$ cat config.mk
export PLATFORM = sky130hd
export DESIGN_NAME = mcp3202_chan_sched
export DESIGN_NICKNAME = d
export VERILOG_FILES = /design/src/rtl/mcp3202_chan_sched.sv
export SDC_FILE = /design/constraint.sdc
export NUM_CORES = 1
export LEC_CHECK = 0
export ABC_AREA = 1
export BUFFER_PORTS_ARGS = -buffer_cell sky130_fd_sc_hd__buf_4
export CAP_MARGIN = 10
export CELL_PAD_IN_SITES_DETAIL_PLACEMENT = 0
export CELL_PAD_IN_SITES_GLOBAL_PLACEMENT = 1
export CORE_MARGIN = 8
export CORE_UTILIZATION = 42
export DETAILED_ROUTE_END_ITERATION = 12
export GPL_ROUTABILITY_DRIVEN = 0
export HOLD_SLACK_MARGIN = 0.08
export PLACE_DENSITY_LB_ADDON = 0.1
export SLEW_MARGIN = 5
export SYNTH_ARGS = -nofsm -noshare
export SYNTH_HDL_FRONTEND = slang
export SYNTH_SLANG_ARGS = --single-unit
$ cat constraint.sdc
create_clock -name clk -period 1.7 [get_ports clk]
set_input_delay 0.17 -clock clk [delete_from_list [all_inputs] [get_ports clk]]
set_output_delay 0.17 -clock clk [all_outputs]
set_load 0.03 [all_outputs]
$ cat src/rtl/mcp3202_chan_sched.sv
// mcp3202_chan_sched
// Conversion scheduler for the MCP3202 SPI master. Produces the round tick,
// walks the enabled channels (CH0 then CH1) once per tick, hands each
// conversion to the SPI master and returns channel-tagged samples. Overruns
// (tick during an active round) and conversion timeouts are flagged sticky.
module mcp3202_chan_sched #(
  parameter int SAMPLE_DIV  = 200000,
  parameter int TIMEOUT_CYC = 20000,
  parameter bit DIFF_MODE   = 1'b0
) (
  input  logic        clk,
  input  logic        rst,
  input  logic        en,
  input  logic [1:0]  ch_mask,
  input  logic        clr_err,
  output logic        adc_start,
  output logic        adc_sgl,
  output logic        adc_odd,
  input  logic        adc_busy,
  input  logic        adc_dv,
  input  logic [11:0] adc_data,
  output logic        smp_valid,
  output logic        smp_chan,
  output logic [11:0] smp_data,
  output logic        overrun,
  output logic        timeout_err
);

  localparam int CNT_W = (SAMPLE_DIV > 1) ? $clog2(SAMPLE_DIV) : 1;
  localparam int TMO_W = $clog2(TIMEOUT_CYC + 1);
  localparam logic [CNT_W-1:0] CNT_LAST = CNT_W'(SAMPLE_DIV - 1);
  localparam logic [TMO_W-1:0] TMO_LAST = TMO_W'(TIMEOUT_CYC - 1);
  localparam logic [TMO_W-1:0] TMO_MAX  = TMO_W'(TIMEOUT_CYC);

  localparam logic [1:0] S_IDLE  = 2'd0;
  localparam logic [1:0] S_WAIT  = 2'd1;
  localparam logic [1:0] S_START = 2'd2;
  localparam logic [1:0] S_CONV  = 2'd3;

  logic [CNT_W-1:0] cnt_q, cnt_d;
  logic [TMO_W-1:0] tmo_q, tmo_d;
  logic [1:0]       state_q, state_d;
  logic             sel_q, sel_d;
  logic             ch1_q, ch1_d;
  logic             dv_prev_q;
  logic             smp_valid_q, smp_valid_d;
  logic             smp_chan_q, smp_chan_d;
  logic [11:0]      smp_data_q, smp_data_d;
  logic             ovr_q, ovr_d;
  logic             terr_q, terr_d;
  logic             tick;
  logic             dv_rise;
  logic             start_c;
  logic             ovr_set;
  logic             tmo_set;
  logic             conv_done;
  logic             more_ch;

  assign tick    = en & (cnt_q == CNT_LAST);
  // A level-style data-valid only counts on the cycle it rises.
  assign dv_rise = adc_dv & ~dv_prev_q;
  // Only CH1 can follow CH0 within a round.
  assign more_ch = ~sel_q & ch1_q;

  // Round period counter: free-runs 0..SAMPLE_DIV-1 while enabled, parked at 0 otherwise.
  always_comb begin
    cnt_d = '0;
    if (en) begin
      cnt_d = (cnt_q == CNT_LAST) ? '0 : cnt_q + CNT_W'(1);
    end
  end

  // Round sequencing: tick starts a round, each enabled channel is started and awaited in turn.
  always_comb begin
    state_d     = state_q;
    sel_d       = sel_q;
    ch1_d       = ch1_q;
    tmo_d       = tmo_q;
    start_c     = 1'b0;
    tmo_set     = 1'b0;
    conv_done   = 1'b0;
    smp_valid_d = 1'b0;
    smp_chan_d  = smp_chan_q;
    smp_data_d  = smp_data_q;
    ovr_set     = tick & ((state_q == S_START) | (state_q == S_CONV));
    case (state_q)
      S_IDLE: begin
        if (en) state_d = S_WAIT;
      end
      S_WAIT: begin
        if (!en) begin
          state_d = S_IDLE;
        end else if (tick && (ch_mask != 2'b00)) begin
          ch1_d   = ch_mask[1];
          sel_d   = ~ch_mask[0];
          state_d = S_START;
        end
      end
      S_START: begin
        if (tmo_q != TMO_MAX) tmo_d = tmo_q + TMO_W'(1);
        if (!en) begin
          state_d = S_IDLE;
        end else if (!adc_busy) begin
          start_c = 1'b1;
          tmo_d   = '0;
          state_d = S_CONV;
        end
      end
      default: begin
        if (tmo_q != TMO_MAX) tmo_d = tmo_q + TMO_W'(1);
        // A result arriving on the expiry cycle still counts as a good sample.
        if (dv_rise) begin
          smp_valid_d = 1'b1;
          smp_chan_d  = sel_q;
          smp_data_d  = adc_data;
          conv_done   = 1'b1;
        end else if (tmo_q == TMO_LAST) begin
          tmo_set   = 1'b1;
          conv_done = 1'b1;
        end
        if (conv_done) begin
          if (en && more_ch) begin
            sel_d   = 1'b1;
            state_d = S_START;
          end else if (en) begin
            state_d = S_WAIT;
          end else begin
            state_d = S_IDLE;
          end
        end
      end
    endcase
  end

  // Sticky error flags: a new error in the same cycle beats a clear request.
  always_comb begin
    ovr_d  = ovr_set ? 1'b1 : (clr_err ? 1'b0 : ovr_q);
    terr_d = tmo_set ? 1'b1 : (clr_err ? 1'b0 : terr_q);
  end

  // State and output registers; reset drops any round in flight without emitting a sample.
  always_ff @(posedge clk or posedge rst) begin
    if (rst) begin
      cnt_q       <= '0;
      tmo_q       <= '0;
      state_q     <= S_IDLE;
      sel_q       <= 1'b0;
      ch1_q       <= 1'b0;
      dv_prev_q   <= 1'b0;
      smp_valid_q <= 1'b0;
      smp_chan_q  <= 1'b0;
      smp_data_q  <= '0;
      ovr_q       <= 1'b0;
      terr_q      <= 1'b0;
    end else begin
      cnt_q       <= cnt_d;
      tmo_q       <= tmo_d;
      state_q     <= state_d;
      sel_q       <= sel_d;
      ch1_q       <= ch1_d;
      dv_prev_q   <= adc_dv;
      smp_valid_q <= smp_valid_d;
      smp_chan_q  <= smp_chan_d;
      smp_data_q  <= smp_data_d;
      ovr_q       <= ovr_d;
      terr_q      <= terr_d;
    end
  end

  assign adc_start   = start_c;
  assign adc_sgl     = ~DIFF_MODE;
  assign adc_odd     = sel_q;
  assign smp_valid   = smp_valid_q;
  assign smp_chan    = smp_chan_q;
  assign smp_data    = smp_data_q;
  assign overrun     = ovr_q;
  assign timeout_err = terr_q;

endmodule

==> flow_summary.json, run 1 <==
{
  "drtIter0Drc": 91,
  "fin_util": 0.531,
  "port-buffer-count": 37,
  "cts_buffers": 5,
  "detail-route-antenna-nets": 0,
  "grt_pass1_wl_um": 11700,
  "avgRoutedWirePerCell_um": 12.6,
  "viasPerCell": 4.81,
  "antennaDiodeCount": 0,
  "nets": 461,
  "die_area_um2": 9780,
  "cp.arrival_ns": 1.42,
  "grt_pass1_vias": 2541,
  "ff2ff_setup_slack_ns": 0.15,
  "synth-compound-area-share": 0.0785,
  "muxShareOfSynthArea": 0,
  "synth_fa_ha_area_frac": 0.0130,
  "area_growth_syn_to_layout_pct": 23.5,
  "multi_input_comb_area_um2": 1320,
  "syn_area_um2": 2890,
  "hpwl_um": 5000,
  "path_class": "reg -> out",
  "grt.overflow.total": 0,
  "drt_first_pass_iters": 4,
  "skew_ns": 0.00974,
  "power_uw": 4060,
  "clk_pin_slew_worst_paths_ns": 0.10,
  "hold_viol": 0,
  "antenna_found_initial": 0,
  "fmax_ghz": 0.631,
  "critical_path.max_fanout": 7,
  "vias": 2498,
  "worstSetupStartpointType": "flop",
  "tns_ns": 0,
  "cts_tree": "yes",
  "drive_above_1_share": 0.205,
  "die_y_um": 98.9,
  "dp_slack_ns": 0.147,
  "slew_viol_final": 0,
  "cts_buffer_depth": 2,
  "final-seq-area_um2": 1350,
  "rsz0062_at_grt": "true",
  "min_path_type": "in -> reg",
  "io_pins": 39,
  "die_w_um": 98.9,
  "layout_commonest_cell": "nand2_1",
  "coreArea_um2": 6720,
  "synth-seq-area-share": 0.468,
  "num_rows": 30,
  "start_util": 0.429,
  "routed_wl_um": 6540,
  "outcome": "finished, final reports clean",
  "end_kind": "output port",
  "p_per_area_nw_per_um2": 1140,
  "fillers": 665,
  "yosys.area_share.simple": 0.340,
  "power_leakage_uw": 0.00175,
  "grt_max_degree": 23,
  "setup_viol": 0,
  "synthCells": 378,
  "synth_top_family_by_area": "simple AND/OR/NAND/NOR gates",
  "setup_ws_ns": 0.114,
  "min_period_ns": 1.59,
  "timing.max_cap.violations": 0,
  "netlist-cell-type-count": 32,
  "clockRootBuffer": "clkbuf_8",
  "crit_required_ns": 1.53,
  "yosysWarnings": 0,
  "synthXorXnorAreaFrac": 0.0182,
  "fin_hold_ws_ns": 0.108,
  "clock-sinks": 54,
  "finalCritPeriodShare": 0.933,
  "drt_drc_violations_left": 0,
  "syn_nets": 401,
  "synth-seq-cells": 54,
  "grt_usage": 0.145,
  "final_cell_mix": "113 x nand2_1, 53 x dfrtp_1, 44 x buf_4, 41 x inv_1, 37 x nor2_1",
  "clock_latency_ns": 0.31,
  "cts_max_level": 2,
  "vdd_ir_drop_max_uv": 738,
  "syn_area_per_cell_um2": 7.63
}
==> layout make-up <==
type,instances,share of cell area
timing repair buffer,60,0.140
inverter,52,0.0548
clock inverter,2,0.00351
tap,80,0.0281
multi-input combinational,265,0.371
sequential,54,0.379
clock buffer,6,0.0232
==> metal layers <==
| layer | vias up | global-route usage | routed length (um) | part of all wire |
|---|---|---|---|---|
| met5 | - | 0 | 0 | 0 |
| met4 | 0 | 0.0425 | 72 | 0.011 |
| met3 | 6 | 0.0345 | 266 | 0.041 |
| met2 | 36 | 0.234 | 3120 | 0.48 |
| met1 | 1142 | 0.186 | 3090 | 0.47 |
| li1 | 1314 | - | - | - |
==> Yosys cell counts, drive strengths merged <==
cell / n / share of area
nand2: 118 / 0.16
dfrtp: 54 / 0.47
inv: 52 / 0.068
nor2: 48 / 0.083
nand3: 23 / 0.043
o21ai: 22 / 0.038
nor3: 16 / 0.032
a21oi: 14 / 0.024
buf: 7 / 0.013
nand4: 6 / 0.020
xor2: 4 / 0.012
ha: 3 / 0.013
o311ai: 3 / 0.0091
xnor2: 2 / 0.0061
a31oi: 1 / 0.0022
and3: 1 / 0.0022
conb: 1 / 0.0013
o211ai: 1 / 0.0026
o22ai: 1 / 0.0022
or2: 1 / 0.0022
==> state kept, by name, summed over array words and instances (netlist names) <==
name	flops
smp_data	12
timeout_err	1
state_q	2
adc_odd	1
dv_prev_q	1
overrun	1
tmo_q	15
smp_chan	1
cnt_q	18
ch1_q	1
smp_valid	1
==> metrics by stage <==
step | cell area, um^2 | std cells
final | 3560 | 519
after detailed placement | 3280 | 493
after global routing | 3560 | 519
after floorplan | 2890 | 378
after CTS | 3520 | 516
after global placement | 3280 | 493
==> cells by family (layout without fill, tap and decap cells) <==
group                      Yosys count  in the layout
AOI/OAI and AO/OA                   42             42
xor gates and xnor gates             6              6
adders and majority gates            3              3
buffers and inverters               59            120
DFF                                 54             54
other                                1              1
and+or+nand+nor                    213            213
==> critical path, stage by stage, from the launching register on <==
cell and delay (ns):
dfrtp_2 0.43, inv_2 0.10, nor2_1 0.13, nand2_1 0.12
nor2_4 0.14, buf_4 0.18
==> power breakdown <==
part | switching, uW | internal [uW]
clock network | 424 | 328
logic | 967 | 555
registers | 220 | 1570
==> timing repair <==
action                                  in CTS  in global routing
hold buffers                                15                  0
resized for setup                            1                  5
endpoints found under the setup margin       1                  5
setup buffers                                0                  3
endpoints found under the hold margin       34                  0
pin swaps                                    0                  4
==> worst paths after layout <==
kind                            start     endpoint  depth (start not counted)
max                        state_q[1]    adc_start                          5
max in group asynchronous         rst  smp_data[4]                          4
min reg2reg                  cnt_q[0]     cnt_q[0]                          1
min                        ch_mask[1]        ch1_q                          3
min in group asynchronous         rst  smp_data[0]                          3
max reg2reg                  tmo_q[1]    tmo_q[10]                         10
Power figures use the tool's default switching activity.
==> run 2: changes to the inputs <==
Settings changed: SETUP_SLACK_MARGIN set to 0.2.
==> run 2 against run 1 <==
- clock skew down 0.0021 ns
- critical path depth up 5
- die area unchanged
- power up 8.7%
- sequential power about the same
- utilization up 4.5 points
- highest routed layer unchanged
==> flow_summary.json, run 2 (same netlist as run 1, synthesis figures left out) <==
{
  "cts_buffers": 5,
  "fin_hold_ws_ns": 0.107,
  "drt_drc_violations_left": 0,
  "cts_tree": "yes",
  "fin_util": 0.576,
  "ff2ff_setup_slack_ns": 0.13,
  "hold_viol": 0,
  "port-buffer-count": 37,
  "slowest_stage": "dfrtp_1",
  "switching_share": 0.404,
  "multi_input_comb_area_um2": 1490,
  "hold_end": "ch1_q",
  "critical_path.max_fanout": 6,
  "comb_power_share": 0.423,
  "io_pins": 39,
  "num_rows": 30,
  "hpwl_um": 5000,
  "detail-route-antenna-nets": 0,
  "grt.overflow.total": 0,
  "worstSetupStartpointType": "flop",
  "cp.arrival_ns": 1.78,
  "cts_max_level": 2,
  "routed_wl_um": 7110,
  "cp_cell_sequence": "buf_6 > inv_4 > ha_4 > nand3_2 > nor3_2 > nand2_1 > nand2_4 > buf_6 > buf_6 > a21oi_2",
  "rr_endpoint": "tmo_q[0]",
  "switching_power_uw": 1780,
  "fillers": 632,
  "coreArea_um2": 6720,
  "reg2reg_from": "tmo_q[1]",
  "cts_buffer_depth": 2,
  "grt_pass1_wl_um": 11900,
  "drive_above_1_share": 0.305,
  "drtIter0Drc": 115,
  "final_cell_mix": "107 x nand2_1, 52 x dfrtp_1, 51 x buf_4, 38 x inv_1, 27 x nor2_1",
  "outcome": "finished, final reports clean",
  "grt_max_degree": 23,
  "final-seq-area_um2": 1350,
  "p_int_uw": 2630,
  "min_path_type": "in -> reg",
  "path_class": "reg -> reg",
  "largest_register": "cnt_q",
  "layout_commonest_cell": "nand2_1",
  "clock-sinks": 54,
  "drt_first_pass_iters": 6,
  "largest_reg_flops": 18,
  "setup_viol": 0,
  "crit_required_ns": 1.91,
  "tns_ns": 0,
  "power_leakage_uw": 0.00185,
  "worstHoldStart": "ch_mask[1]",
  "whs_path_depth": 3,
  "die_y_um": 98.9,
  "die_area_um2": 9780,
  "clock_latency_ns": 0.31,
  "vdd_ir_drop_max_uv": 739,
  "viasPerCell": 4.88,
  "avgRoutedWirePerCell_um": 13.3,
  "clk_pin_slew_worst_paths_ns": 0.10,
  "grt_pass1_vias": 2602,
  "clkPwrFrac": 0.173,
  "seqPwrFrac": 0.404,
  "min_period_ns": 1.57,
  "fmax_ghz": 0.636,
  "skew_ns": 0.00765,
  "nets": 475,
  "grt_usage": 0.147,
  "clockRootBuffer": "clkbuf_8",
  "end_kind": "flop",
  "cp_common_cell": "buf_6",
  "timing.max_cap.violations": 0,
  "die_w_um": 98.9,
  "worst_r2r_path_depth": 10,
  "slowest_delay_ns": 0.43,
  "antenna_found_initial": 0,
  "start_util": 0.429,
  "finalCritPeriodShare": 0.924,
  "p_per_area_nw_per_um2": 1140,
  "antennaDiodeCount": 0,
  "rsz0062_at_grt": "true",
  "area_growth_syn_to_layout_pct": 34.1,
  "vias": 2599,
  "slew_viol_final": 0
}
==> run 2: layout make-up <==
cell class / instances / share of cell area
Clock buffer: 6 / 0.0213
Sequential cell: 54 / 0.350
Clock inverter: 2 / 0.00323
Inverter: 52 / 0.0537
Tap cell: 80 / 0.0259
Timing Repair Buffer: 73 / 0.160
Multi-Input combinational cell: 266 / 0.386
==> run 2: worst max path at each step <==
stage                      end  depth (start not counted)        from
finish                tmo_q[0]                         10    tmo_q[1]
global route          tmo_q[4]                         10    tmo_q[1]
CTS                  adc_start                          4  state_q[0]
detailed placement  state_q[1]                         10    tmo_q[0]
global placement    state_q[1]                         10    tmo_q[0]
floorplan              adc_odd                          1         rst
==> run 2: critical path: cells and delay by family, from the launching register on <==
| family | cells | cell delay [ns] |
|---|---|---|
| buffers and inverters | 4 | 0.42 |
| flip-flops | 1 | 0.43 |
| adder cells (fa/ha/maj) | 1 | 0.11 |
| AND/OR/NAND/NOR | 4 | 0.46 |
| AO/OA/AOI/OAI | 1 | 0.04 |
==> run 2: timing repair <==
| action | in CTS | in global routing |
|---|---|---|
| pin swaps | 2 | 22 |
| hold buffers | 15 | 0 |
| endpoints found under the setup margin | 16 | 33 |
| gates resized for setup | 8 | 59 |
| endpoints found under the hold margin | 34 | 0 |
| setup buffers | 3 | 13 |
| gates cloned | 1 | 0 |
==> run 2: stage by stage <==
stage / instances / cell area, um^2 / total power, uW / setup slack [ns]
2_1_floorplan: 378 / 2890 / 2760 / 0.215
3_3_place_gp: 493 / 3280 / 3270 / 0.189
3_5_place_dp: 493 / 3280 / 3280 / 0.147
4_1_cts: 520 / 3580 / 4130 / 0.178
5_1_grt: 533 / 3870 / 4720 / 0.0701
6_report: 533 / 3870 / 4420 / 0.129
==> run 2: layer usage <==
layer / track usage / vias up / routed length [um]
li1: - / 1343 / -
met1: 0.187 / 1209 / 3230
met2: 0.242 / 39 / 3520
met3: 0.0345 / 8 / 269
met4: 0.0425 / 0 / 88
met5: 0 / - / 0
==> run 2: power groups by stage <==
| stage | combinational [uW] | sequential, uW | clock [uW] |
|---|---|---|---|
| after detailed placement | 1460 | 1810 | 0 |
| after global placement | 1460 | 1810 | 0 |
| after floorplan | 689 | 2070 | 0 |
| after global routing | 2080 | 1820 | 820 |
| final | 1870 | 1780 | 764 |
| after CTS | 1580 | 1770 | 781 |
